--- src/rtl/mod_reduce_sched_if.sv ---
// Bundle between the scheduler, its requesters and the shared modular reducer.
interface mod_reduce_sched_if #(
    parameter int unsigned NREQ = 2,
    parameter int unsigned W    = 13,
    parameter int unsigned MW   = 12,
    parameter int unsigned RW   = 13
) ();
    logic [NREQ-1:0]   req;
    logic [NREQ*W-1:0] req_data;
    logic [NREQ-1:0]   ack;
    logic [NREQ-1:0]   rsp_valid;
    logic [RW-1:0]     rsp_data;
    logic              rsp_err;
    logic [MW-1:0]     cfg_modulus;
    logic              red_start;
    logic [W-1:0]      red_n;
    logic [MW-1:0]     red_m;
    logic              red_done;
    logic [RW-1:0]     red_result;
    logic              sched_busy;

    // slave: the scheduler itself; master: requesters plus reducer environment
    modport slave (
        input  req, req_data, cfg_modulus, red_done, red_result,
        output ack, rsp_valid, rsp_data, rsp_err, red_start, red_n, red_m, sched_busy
    );

    modport master (
        output req, req_data, cfg_modulus, red_done, red_result,
        input  ack, rsp_valid, rsp_data, rsp_err, red_start, red_n, red_m, sched_busy
    );
endinterface

--- src/rtl/mod_reduce_sched.sv ---
// Round-robin scheduler sharing one modular-reduction unit between NREQ requesters,
// with a post-reset drain window and a watchdog on the unreset reducer.
module mod_reduce_sched #(
    parameter int unsigned NREQ = 2,
    parameter int unsigned W    = 13,
    parameter int unsigned MW   = 12,
    parameter int unsigned RW   = 13,
    parameter int unsigned TMO  = 1023
) (
    input logic              clk,
    input logic              rst_n,
    mod_reduce_sched_if.slave bus
);
    localparam int unsigned PW = (NREQ > 1) ? $clog2(NREQ) : 1;
    localparam int unsigned WW = $clog2(TMO + 1);

    typedef enum logic [2:0] {StSync, StIdle, StIssue, StWait, StResp} state_e;

    state_e          state_q, state_d;
    logic [PW-1:0]   rr_q, rr_d;
    logic [PW-1:0]   grant_q, grant_d;
    logic [WW-1:0]   wdog_q, wdog_d;
    logic [NREQ-1:0] ack_q, ack_d;
    logic [NREQ-1:0] rsp_valid_q, rsp_valid_d;
    logic [RW-1:0]   rsp_data_q, rsp_data_d;
    logic            rsp_err_q, rsp_err_d;
    logic            red_start_q, red_start_d;
    logic [W-1:0]    red_n_q, red_n_d;
    logic [MW-1:0]   red_m_q, red_m_d;
    logic            busy_q, busy_d;

    logic [W-1:0]    ops [NREQ];
    logic [PW-1:0]   pick;
    logic [PW-1:0]   pick_next;

    for (genvar g = 0; g < NREQ; g++) begin : g_ops
        assign ops[g] = bus.req_data[g*W +: W];
    end

    // First set request at or after ptr, scanning cyclically.
    function automatic logic [PW-1:0] rr_pick(input logic [NREQ-1:0] r, input logic [PW-1:0] ptr);
        logic [PW-1:0] p;
        logic [31:0]   c;
        p = ptr;
        for (int i = int'(NREQ) - 1; i >= 0; i--) begin
            c = (32'(ptr) + unsigned'(i)) % NREQ;
            if (r[PW'(c)]) p = PW'(c);
        end
        return p;
    endfunction

    assign pick      = rr_pick(bus.req, rr_q);
    assign pick_next = (pick == PW'(NREQ - 1)) ? '0 : pick + PW'(1);

    always_comb begin
        state_d     = state_q;
        rr_d        = rr_q;
        grant_d     = grant_q;
        wdog_d      = wdog_q;
        ack_d       = '0;
        rsp_valid_d = '0;
        rsp_data_d  = rsp_data_q;
        rsp_err_d   = rsp_err_q;
        red_start_d = 1'b0;
        red_n_d     = red_n_q;
        red_m_d     = red_m_q;

        unique case (state_q)
            StSync: begin
                // Any completion seen here belongs to an operation from before reset.
                if (bus.red_done || wdog_q == WW'(TMO)) begin
                    state_d = StIdle;
                    wdog_d  = '0;
                end else begin
                    wdog_d = wdog_q + WW'(1);
                end
            end
            StIdle: begin
                if (|bus.req) begin
                    state_d     = StIssue;
                    grant_d     = pick;
                    ack_d[pick] = 1'b1;
                    red_start_d = 1'b1;
                    red_n_d     = ops[pick];
                    red_m_d     = bus.cfg_modulus;
                    rr_d        = pick_next;
                end
            end
            StIssue: begin
                state_d = StWait;
                wdog_d  = '0;
            end
            StWait: begin
                wdog_d = wdog_q + WW'(1);
                if (bus.red_done) begin
                    state_d              = StResp;
                    rsp_data_d           = bus.red_result;
                    rsp_err_d            = 1'b0;
                    rsp_valid_d[grant_q] = 1'b1;
                end else if (wdog_q == WW'(TMO)) begin
                    state_d              = StResp;
                    rsp_data_d           = '0;
                    rsp_err_d            = 1'b1;
                    rsp_valid_d[grant_q] = 1'b1;
                end
            end
            StResp: begin
                state_d = StIdle;
            end
            default: begin
                state_d = StSync;
                wdog_d  = '0;
            end
        endcase

        busy_d = (state_d != StIdle);
    end

    always_ff @(posedge clk or negedge rst_n) begin
        if (!rst_n) begin
            state_q     <= StSync;
            rr_q        <= '0;
            grant_q     <= '0;
            wdog_q      <= '0;
            ack_q       <= '0;
            rsp_valid_q <= '0;
            rsp_data_q  <= '0;
            rsp_err_q   <= 1'b0;
            red_start_q <= 1'b0;
            red_n_q     <= '0;
            red_m_q     <= '0;
            busy_q      <= 1'b1;
        end else begin
            state_q     <= state_d;
            rr_q        <= rr_d;
            grant_q     <= grant_d;
            wdog_q      <= wdog_d;
            ack_q       <= ack_d;
            rsp_valid_q <= rsp_valid_d;
            rsp_data_q  <= rsp_data_d;
            rsp_err_q   <= rsp_err_d;
            red_start_q <= red_start_d;
            red_n_q     <= red_n_d;
            red_m_q     <= red_m_d;
            busy_q      <= busy_d;
        end
    end

    assign bus.ack        = ack_q;
    assign bus.rsp_valid  = rsp_valid_q;
    assign bus.rsp_data   = rsp_data_q;
    assign bus.rsp_err    = rsp_err_q;
    assign bus.red_start  = red_start_q;
    assign bus.red_n      = red_n_q;
    assign bus.red_m      = red_m_q;
    assign bus.sched_busy = busy_q;
endmodule
--- src/flat_wrapper.sv ---
// flat-port wrapper written by rule: the top's interface ports become plain ports
module mod_reduce_sched_flat 
#(
    parameter int unsigned NREQ = 2,
    parameter int unsigned W    = 13,
    parameter int unsigned MW   = 12,
    parameter int unsigned RW   = 13,
    parameter int unsigned TMO  = 1023
)
  (clk, rst_n, bus_req, bus_req_data, bus_cfg_modulus, bus_red_done, bus_red_result, bus_ack, bus_rsp_valid, bus_rsp_data, bus_rsp_err, bus_red_start, bus_red_n, bus_red_m, bus_sched_busy);
  mod_reduce_sched_if #(.NREQ(NREQ), .W(W), .MW(MW), .RW(RW)) bus_i ();
  input logic clk;
  input logic rst_n;
  input wire logic [$bits(bus_i.req)-1:0] bus_req;
  input wire logic [$bits(bus_i.req_data)-1:0] bus_req_data;
  input wire logic [$bits(bus_i.cfg_modulus)-1:0] bus_cfg_modulus;
  input wire logic [$bits(bus_i.red_done)-1:0] bus_red_done;
  input wire logic [$bits(bus_i.red_result)-1:0] bus_red_result;
  output wire logic [$bits(bus_i.ack)-1:0] bus_ack;
  output wire logic [$bits(bus_i.rsp_valid)-1:0] bus_rsp_valid;
  output wire logic [$bits(bus_i.rsp_data)-1:0] bus_rsp_data;
  output wire logic [$bits(bus_i.rsp_err)-1:0] bus_rsp_err;
  output wire logic [$bits(bus_i.red_start)-1:0] bus_red_start;
  output wire logic [$bits(bus_i.red_n)-1:0] bus_red_n;
  output wire logic [$bits(bus_i.red_m)-1:0] bus_red_m;
  output wire logic [$bits(bus_i.sched_busy)-1:0] bus_sched_busy;
  assign bus_i.req = bus_req;
  assign bus_i.req_data = bus_req_data;
  assign bus_i.cfg_modulus = bus_cfg_modulus;
  assign bus_i.red_done = bus_red_done;
  assign bus_i.red_result = bus_red_result;
  assign bus_ack = bus_i.ack;
  assign bus_rsp_valid = bus_i.rsp_valid;
  assign bus_rsp_data = bus_i.rsp_data;
  assign bus_rsp_err = bus_i.rsp_err;
  assign bus_red_start = bus_i.red_start;
  assign bus_red_n = bus_i.red_n;
  assign bus_red_m = bus_i.red_m;
  assign bus_sched_busy = bus_i.sched_busy;
  mod_reduce_sched #(.NREQ(NREQ), .W(W), .MW(MW), .RW(RW), .TMO(TMO)) u_core (.clk(clk), .rst_n(rst_n), .bus(bus_i));
endmodule
--- config.mk ---
export PLATFORM = sky130hd
export DESIGN_NAME = mod_reduce_sched_flat
export DESIGN_NICKNAME = d
export VERILOG_FILES = /design/src/rtl/mod_reduce_sched_if.sv /design/src/rtl/mod_reduce_sched.sv /design/src/flat_wrapper.sv
export SDC_FILE = /design/constraint.sdc
export NUM_CORES = 1
export LEC_CHECK = 0
export BUFFER_PORTS_ARGS = -buffer_cell sky130_fd_sc_hd__buf_2
export CORE_ASPECT_RATIO = 0.5
export CORE_MARGIN = 4
export CORE_UTILIZATION = 44
export DETAILED_ROUTE_END_ITERATION = 12
export GPL_TIMING_DRIVEN = 0
export PLACE_DENSITY = 0.82
export SYNTH_ARGS = -nofsm -noshare
export SYNTH_HDL_FRONTEND = slang
export SYNTH_SLANG_ARGS = --single-unit
--- constraint.sdc ---
create_clock -name clk -period 1.6 [get_ports clk]
set_input_delay 0.24 -clock clk [delete_from_list [all_inputs] [get_ports clk]]
set_output_delay 0.24 -clock clk [all_outputs]
set_load 0.005 [all_outputs]
==> results of run 1 <==
-- Yosys cell counts (2+ instances only) --
cell type	instances	area share (%)
dfrtp_1	59	54
nand2_1	52	7.1
nor2_1	21	2.9
a22o_1	14	4.5
o21ai_0	12	2.2
buf_2	10	1.8
a21oi_1	9	1.6
inv_1	9	1.2
a22oi_1	8	2.2
mux2i_1	6	2.2
and3_1	4	0.91
xnor2_1	4	1.3
a21o_1	3	0.82
a41oi_1	3	0.96
nand4_1	3	0.68
nor3_1	3	0.55
o211ai_1	3	0.82
a211oi_1	2	0.55
a32oi_1	2	0.64
and2_1	2	0.45
and4_1	2	0.64
clkbuf_1	2	0.27
mux2_2	2	0.82
nand2b_1	2	0.45
nand3_1	2	0.36
nor4_1	2	0.45
o21ai_1	2	0.36
o22ai_1	2	0.45
-- state kept, by name, summed over array words and instances, names as in the netlist --
register,cells
u_core.bus.ack,2
u_core.wdog_q,10
u_core.rr_q,1
u_core.bus.red_start,1
u_core.bus.red_m,12
u_core.bus.red_n,13
u_core.grant_q,1
u_core.bus.rsp_data,13
u_core.bus.rsp_err,1
u_core.bus.sched_busy,1
u_core.state_q,3
u_core.bus.rsp_valid,2
-- final cells by class --
type	count	area share, %
plain buffers	15	2.48
inverters	10	0.953
clock inverters	7	2.51
clock buffers	9	5.72
multi-input cells	183	31.7
well taps	88	2.79
repair buffers	113	15.7
flip-flops and latches	60	38.2
-- final timing paths --
| check | to | slack, ns | startpoint |
|---|---|---|---|
| max in group asynchronous | u_core.wdog_q[7] | 1.05 | rst_n |
| setup reg to reg | u_core.wdog_q[8] | -0.07 | u_core.wdog_q[4] |
| min in group clk | u_core.bus.red_m[3] | 0.10 | bus_cfg_modulus[3] |
| hold / removal | u_core.wdog_q[5] | -0.03 | rst_n |
| setup / recovery | u_core.wdog_q[8] | -0.07 | u_core.wdog_q[4] |
| hold reg to reg | u_core.bus.red_m[9] | 0.47 | u_core.bus.red_m[9] |
-- worst max-delay path, stage by stage, from the launching register on --
cell	delay, ns
dfrtp_2	0.42
buf_4	0.13
nand4_1	0.20
nor4_1	0.53
xnor2_1	0.23
nor2_2	0.05
-- per-stage QoR --
step                      util, %  worst slack [ns]  hold WS (ns)  cell area [µm²]  setup TNS, ns
final                        65.1           -0.0718       -0.0252             3940        -0.0739
after global routing         65.1           -0.0892        0.0565             3940         -0.534
after CTS                    62.8           -0.0249        0.0961             3800         -0.168
after detailed placement     55.7            -0.144         0.440             3370          -2.57
after global placement       55.7            -0.148         0.432             3370          -2.49
after floorplan                 -           0.00941       -0.0556             2760              0
-- cells by family (layout without fill, tap and decap cells) --
kind of cell / count (synthesis) / count (layout)
simple gates: 101 / 101
fa+ha+maj: 2 / 2
xor+xnor: 4 / 4
mux: 8 / 8
buf+inv: 25 / 154
compound gates: 68 / 68
flops: 60 / 60
-- what timing repair did --
item	in CTS	in global routing
setup buffers	8	4
setup endpoints to repair	51	53
gates cloned	1	0
pin swaps	10	13
resized for setup	4	30
-- routing by layer --
metal  vias to the layer above  global-route usage [%]  share of wire (%)
li1                       1201                       -                  -
met1                      1242                    22.6                 41
met2                        75                    34.1                 52
met3                        15                    4.42                4.5
met4                         0                    7.85                2.0
met5                         -                       0                  0
-- report_power, final --
group	switching [mW]	total, mW	internal (mW)
logic	1.57	3.01	1.43
registers	0.391	2.56	2.17
clock network	0.695	2.06	1.37
==> impl_metrics.py, run 1 <==
metrics = {
    "outcome": {
        "status": "complete, but fails checks",
        "violations": "negative hold slack, negative setup slack",
    },
    "critical_path": {
        "endpoint_kind": "register",
        "crit_required_ns": 1.81,
        "startpoint_type": "register",
        "r2r_cells": 5,
        "path_class": "reg -> reg",
        "arrival_ns": 1.88,
        "path_max_fanout": 7,
    },
    "final_layout": {
        "multiInputGateArea_um2": 1250,
        "drive_gt1_share_pct": 43.3,
        "final_common_cell": "buf_2",
        "final_cells": 485,
        "final_cell_mix": "buf_2, dfrtp_1, nand2_1, nor2_1, a22o_1",
        "diodes": 0,
        "syn_to_final_growth_pct": 43.3,
        "fin_nets": 449,
        "nFillCells": 479,
        "register_area_um2": 1510,
    },
    "cts": {
        "clk_latency_ns": 0.32,
        "cts_inserted_buffers": 9,
        "htree_levels": 3,
        "cts_root_buffer": "clkbuf_16",
        "cts.path.max_buffers": 2,
        "clk_pin_slew_ns": 0.05,
        "holdBufCountCts": 0,
        "cts.sinks": 60,
        "tritoncts": "done",
    },
    "logic_synthesis": {
        "yosys.area_share.simple_pct": 17.6,
        "yosys_warnings": 0,
        "ys_ff_latch": 60,
        "synthFlopType": "dfrtp_1",
        "yosys.cell_types.count": 51,
        "syn_inst": 268,
        "syn_avg_cell_area_um2": 10.3,
        "synth_compound_area_share_pct": 18.3,
        "synth_edf_count": 0,
        "synthAdderAreaFrac_pct": 0.819,
        "muxShareOfSynthArea_pct": 3.00,
        "synth_nets": 325,
        "synthXorXnorAreaFrac_pct": 1.27,
        "synthArstFlopShare_pct": 100,
        "syn_area_um2": 2750,
        "synth_top_family_by_area": "compound AO/OA/AOI/OAI gates",
        "synth_seq_area_share_pct": 54.6,
    },
    "power_and_ir_drop": {
        "leakage_nw": 1.96,
        "power_density_nw_per_um2": 1940,
        "vdd_ir_drop_max_mv": 0.750,
        "p_total_mw": 7.63,
    },
    "worst_hold_path": {
        "hp-class": "in -> async",
    },
    "grt": {
        "grt_max_degree": 61,
        "grt_pass1_wl_um": 11600,
        "grt_pass1_vias": 2446,
        "grt-ovfl-total": 0,
        "antenna_found_initial": 0,
        "track_usage_pct": 19.2,
    },
    "floorplan": {
        "chipWidth_um": 120,
        "core.rowCount": 20,
        "die_y_um": 63.9,
        "io_pins": 101,
        "core_area_um2": 6060,
        "die-area_um2": 7660,
        "start_util_pct": 45.4,
    },
    "job": {
        "cap_violations": 0,
    },
    "timing": {
        "maxSlewHeadroom_pct": 48.8,
        "finalCritPeriodShare_pct": 104,
        "fmax_mhz": 598,
        "final-hold-violation-count": 13,
        "whs_ns": -0.0252,
        "maxSlewViolCount": 0,
        "rsz0062_at_grt": "yes",
        "setup_violations": 2,
        "tightest_slew_ns": 0.768,
        "skew_ns": 0.00482,
        "fin_crit_ns": 1.67,
        "worst_slack_ns": -0.0718,
    },
    "place": {
        "place_congestion": 0.834,
        "dp.cells": 456,
        "dp_hpwl_um": 4900,
        "port-buffer-count": 100,
    },
    "drt": {
        "wl_per_cell_um": 15.8,
        "vias": 2533,
        "first_pass_iters": 4,
        "drt_first_iter_violations": 155,
        "drtAntennaViolNets": 0,
        "routed_via_density": 5.22,
        "drc": 0,
        "wl_um": 7650,
    },
}
Note: power is estimated with default switching activity, not from simulation.
==> run 2: changes to the inputs <==
--- a/config.mk
+++ b/config.mk
@@ -11,6 +11,7 @@
 export CORE_UTILIZATION = 44
 export DETAILED_ROUTE_END_ITERATION = 12
 export GPL_TIMING_DRIVEN = 0
+export MAX_ROUTING_LAYER = met4
 export PLACE_DENSITY = 0.82
 export SYNTH_ARGS = -nofsm -noshare
 export SYNTH_HDL_FRONTEND = slang
==> constraint.sdc (replaced) <==
create_clock -name clk -period 1.6 [get_ports clk]
set_input_delay 0.32 -clock clk [delete_from_list [all_inputs] [get_ports clk]]
set_output_delay 0.32 -clock clk [all_outputs]
set_load 0.005 [all_outputs]
==> impl_metrics.py, run 2 (same netlist as run 1, synthesis figures left out) <==
metrics = {
    "timing": {
        "skew_ns": 0.00582,
        "final-hold-violation-count": 0,
        "maxSlewHeadroom_pct": 49.5,
        "whs_ns": 0.0591,
        "finalCritPeriodShare_pct": 105,
        "fmax_mhz": 598,
        "setup_violations": 2,
        "tightest_slew_ns": 0.757,
        "setup_tns_ns": -0.0726,
        "fin_crit_ns": 1.67,
        "maxSlewViolCount": 0,
        "rsz0062_at_grt": "yes",
        "worst_slack_ns": -0.0722,
    },
    "place": {
        "port-buffer-count": 100,
        "dp_hpwl_um": 4900,
        "place_congestion": 0.847,
    },
    "final_layout": {
        "drive_gt1_share_pct": 42.7,
        "final_cell_mix": "buf_2, dfrtp_1, nand2_1, nor2_1, a22o_1",
        "fin_nets": 448,
        "syn_to_final_growth_pct": 42.7,
        "final_common_cell": "buf_2",
        "diodes": 0,
        "nFillCells": 482,
    },
    "grt": {
        "grt_max_degree": 61,
        "track_usage_pct": 19.8,
        "grtUsageMet2_pct": 33.8,
        "grt-ovfl-total": 0,
        "global_route.usage.met3_pct": 4.42,
        "antenna_found_initial": 0,
        "busiest_layer": "met2",
        "use_met1_pct": 23.0,
        "grt_pass1_vias": 2440,
        "grt_pass1_wl_um": 11600,
    },
    "critical_path": {
        "crit_required_ns": 1.81,
        "path_max_fanout": 10,
        "startpoint_type": "register",
        "slowest_stage": "nor4_1",
        "endpoint_kind": "register",
        "critPathBufInv": 1,
        "path_class": "reg -> reg",
        "arrival_ns": 1.88,
        "rrSetupSlack_ns": -0.07,
        "rr_endpoint": "u_core.wdog_q[8]",
        "critPathTopFamily": "simple AND/OR/NAND/NOR gates",
        "r2r_cells": 5,
        "r2r-start": "u_core.state_q[0]",
        "critPathMaxStageDelay_ns": 0.45,
        "cp_cell_sequence": "buf_2, nor3b_4, nor4_1, xnor2_1, nor2_1",
    },
    "cts": {
        "clk_latency_ns": 0.32,
        "htree_levels": 3,
        "cts_root_buffer": "clkbuf_16",
        "holdBufCountCts": 0,
        "cts.path.max_buffers": 2,
        "cts.sinks": 60,
        "clk_pin_slew_ns": 0.05,
        "cts_inserted_buffers": 9,
        "tritoncts": "done",
    },
    "drt": {
        "routed_via_density": 5.18,
        "drt_first_iter_violations": 157,
        "vias": 2506,
        "wl_um": 7630,
        "wl_per_cell_um": 15.8,
        "first_pass_iters": 4,
        "drtAntennaViolNets": 0,
        "drc": 0,
    },
    "floorplan": {
        "start_util_pct": 45.4,
        "io_pins": 101,
        "die-area_um2": 7660,
        "core_area_um2": 6060,
        "core.rowCount": 20,
        "die_y_um": 63.9,
        "chipWidth_um": 120,
    },
    "power_and_ir_drop": {
        "power_density_nw_per_um2": 1940,
        "vdd_ir_drop_max_mv": 0.749,
        "leakage_nw": 1.95,
    },
    "job": {
        "cap_violations": 0,
    },
    "outcome": {
        "violations": "negative setup slack",
        "status": "complete, but fails checks",
    },
    "worst_hold_path": {
        "hp-class": "in -> async",
    },
}
-- run 2: metal layers --
layer  share of wire (%)  wire, µm
met1                  42      3170
met4                 1.6       122
met2                  53      4030
met5                   0         0
met3                 4.1       312
-- run 2: per-stage QoR --
step	instance area [µm²]	instances	total power [mW]	worst slack [ns]	utilization (%)
6_report	3930	484	7.63	-0.0722	64.8
5_1_grt	3930	484	8.09	-0.0895	64.8
4_1_cts	3800	481	7.43	-0.0249	62.8
3_5_place_dp	3370	456	5.18	-0.144	55.7
3_3_place_gp	3370	456	5.10	-0.148	55.7
2_1_floorplan	2760	268	4.14	0.00941	-
-- run 2: repair_timing --
item / CTS / global route
resized for setup: 4 / 28
buffers inserted: 8 / 3
gates cloned: 1 / 0
pin swaps: 10 / 11
endpoints found under the setup margin: 51 / 53
-- run 2: layout make-up --
cell class / count / area (µm²) / share of cell area, %
well taps: 88 / 110 / 2.81
inverters: 10 / 37.5 / 0.956
clock inverters: 7 / 98.8 / 2.52
flip-flops and latches: 60 / 1510 / 38.4
plain buffers: 15 / 97.6 / 2.49
repair buffers: 112 / 609 / 15.5
multi-input cells: 183 / 1240 / 31.6
clock buffers: 9 / 225 / 5.74
-- run 2: power breakdown --
part,total [mW],switching [mW],internal [mW]
sequential,2.56,0.394,2.17
clock,2.06,0.694,1.37
combinational,3.00,1.57,1.43
-- run 2: worst max path at each step --
| stage | start | end | cells after the start |
|---|---|---|---|
| finish | u_core.state_q[0] | u_core.wdog_q[8] | 5 |
| global route | u_core.state_q[0] | u_core.wdog_q[8] | 5 |
| CTS | u_core.wdog_q[1] | u_core.bus.rsp_data[7] | 6 |
| detailed placement | u_core.wdog_q[0] | u_core.bus.rsp_data[6] | 6 |
| global placement | u_core.wdog_q[0] | u_core.bus.rsp_data[10] | 6 |
| floorplan | u_core.wdog_q[0] | u_core.bus.rsp_data[10] | 6 |
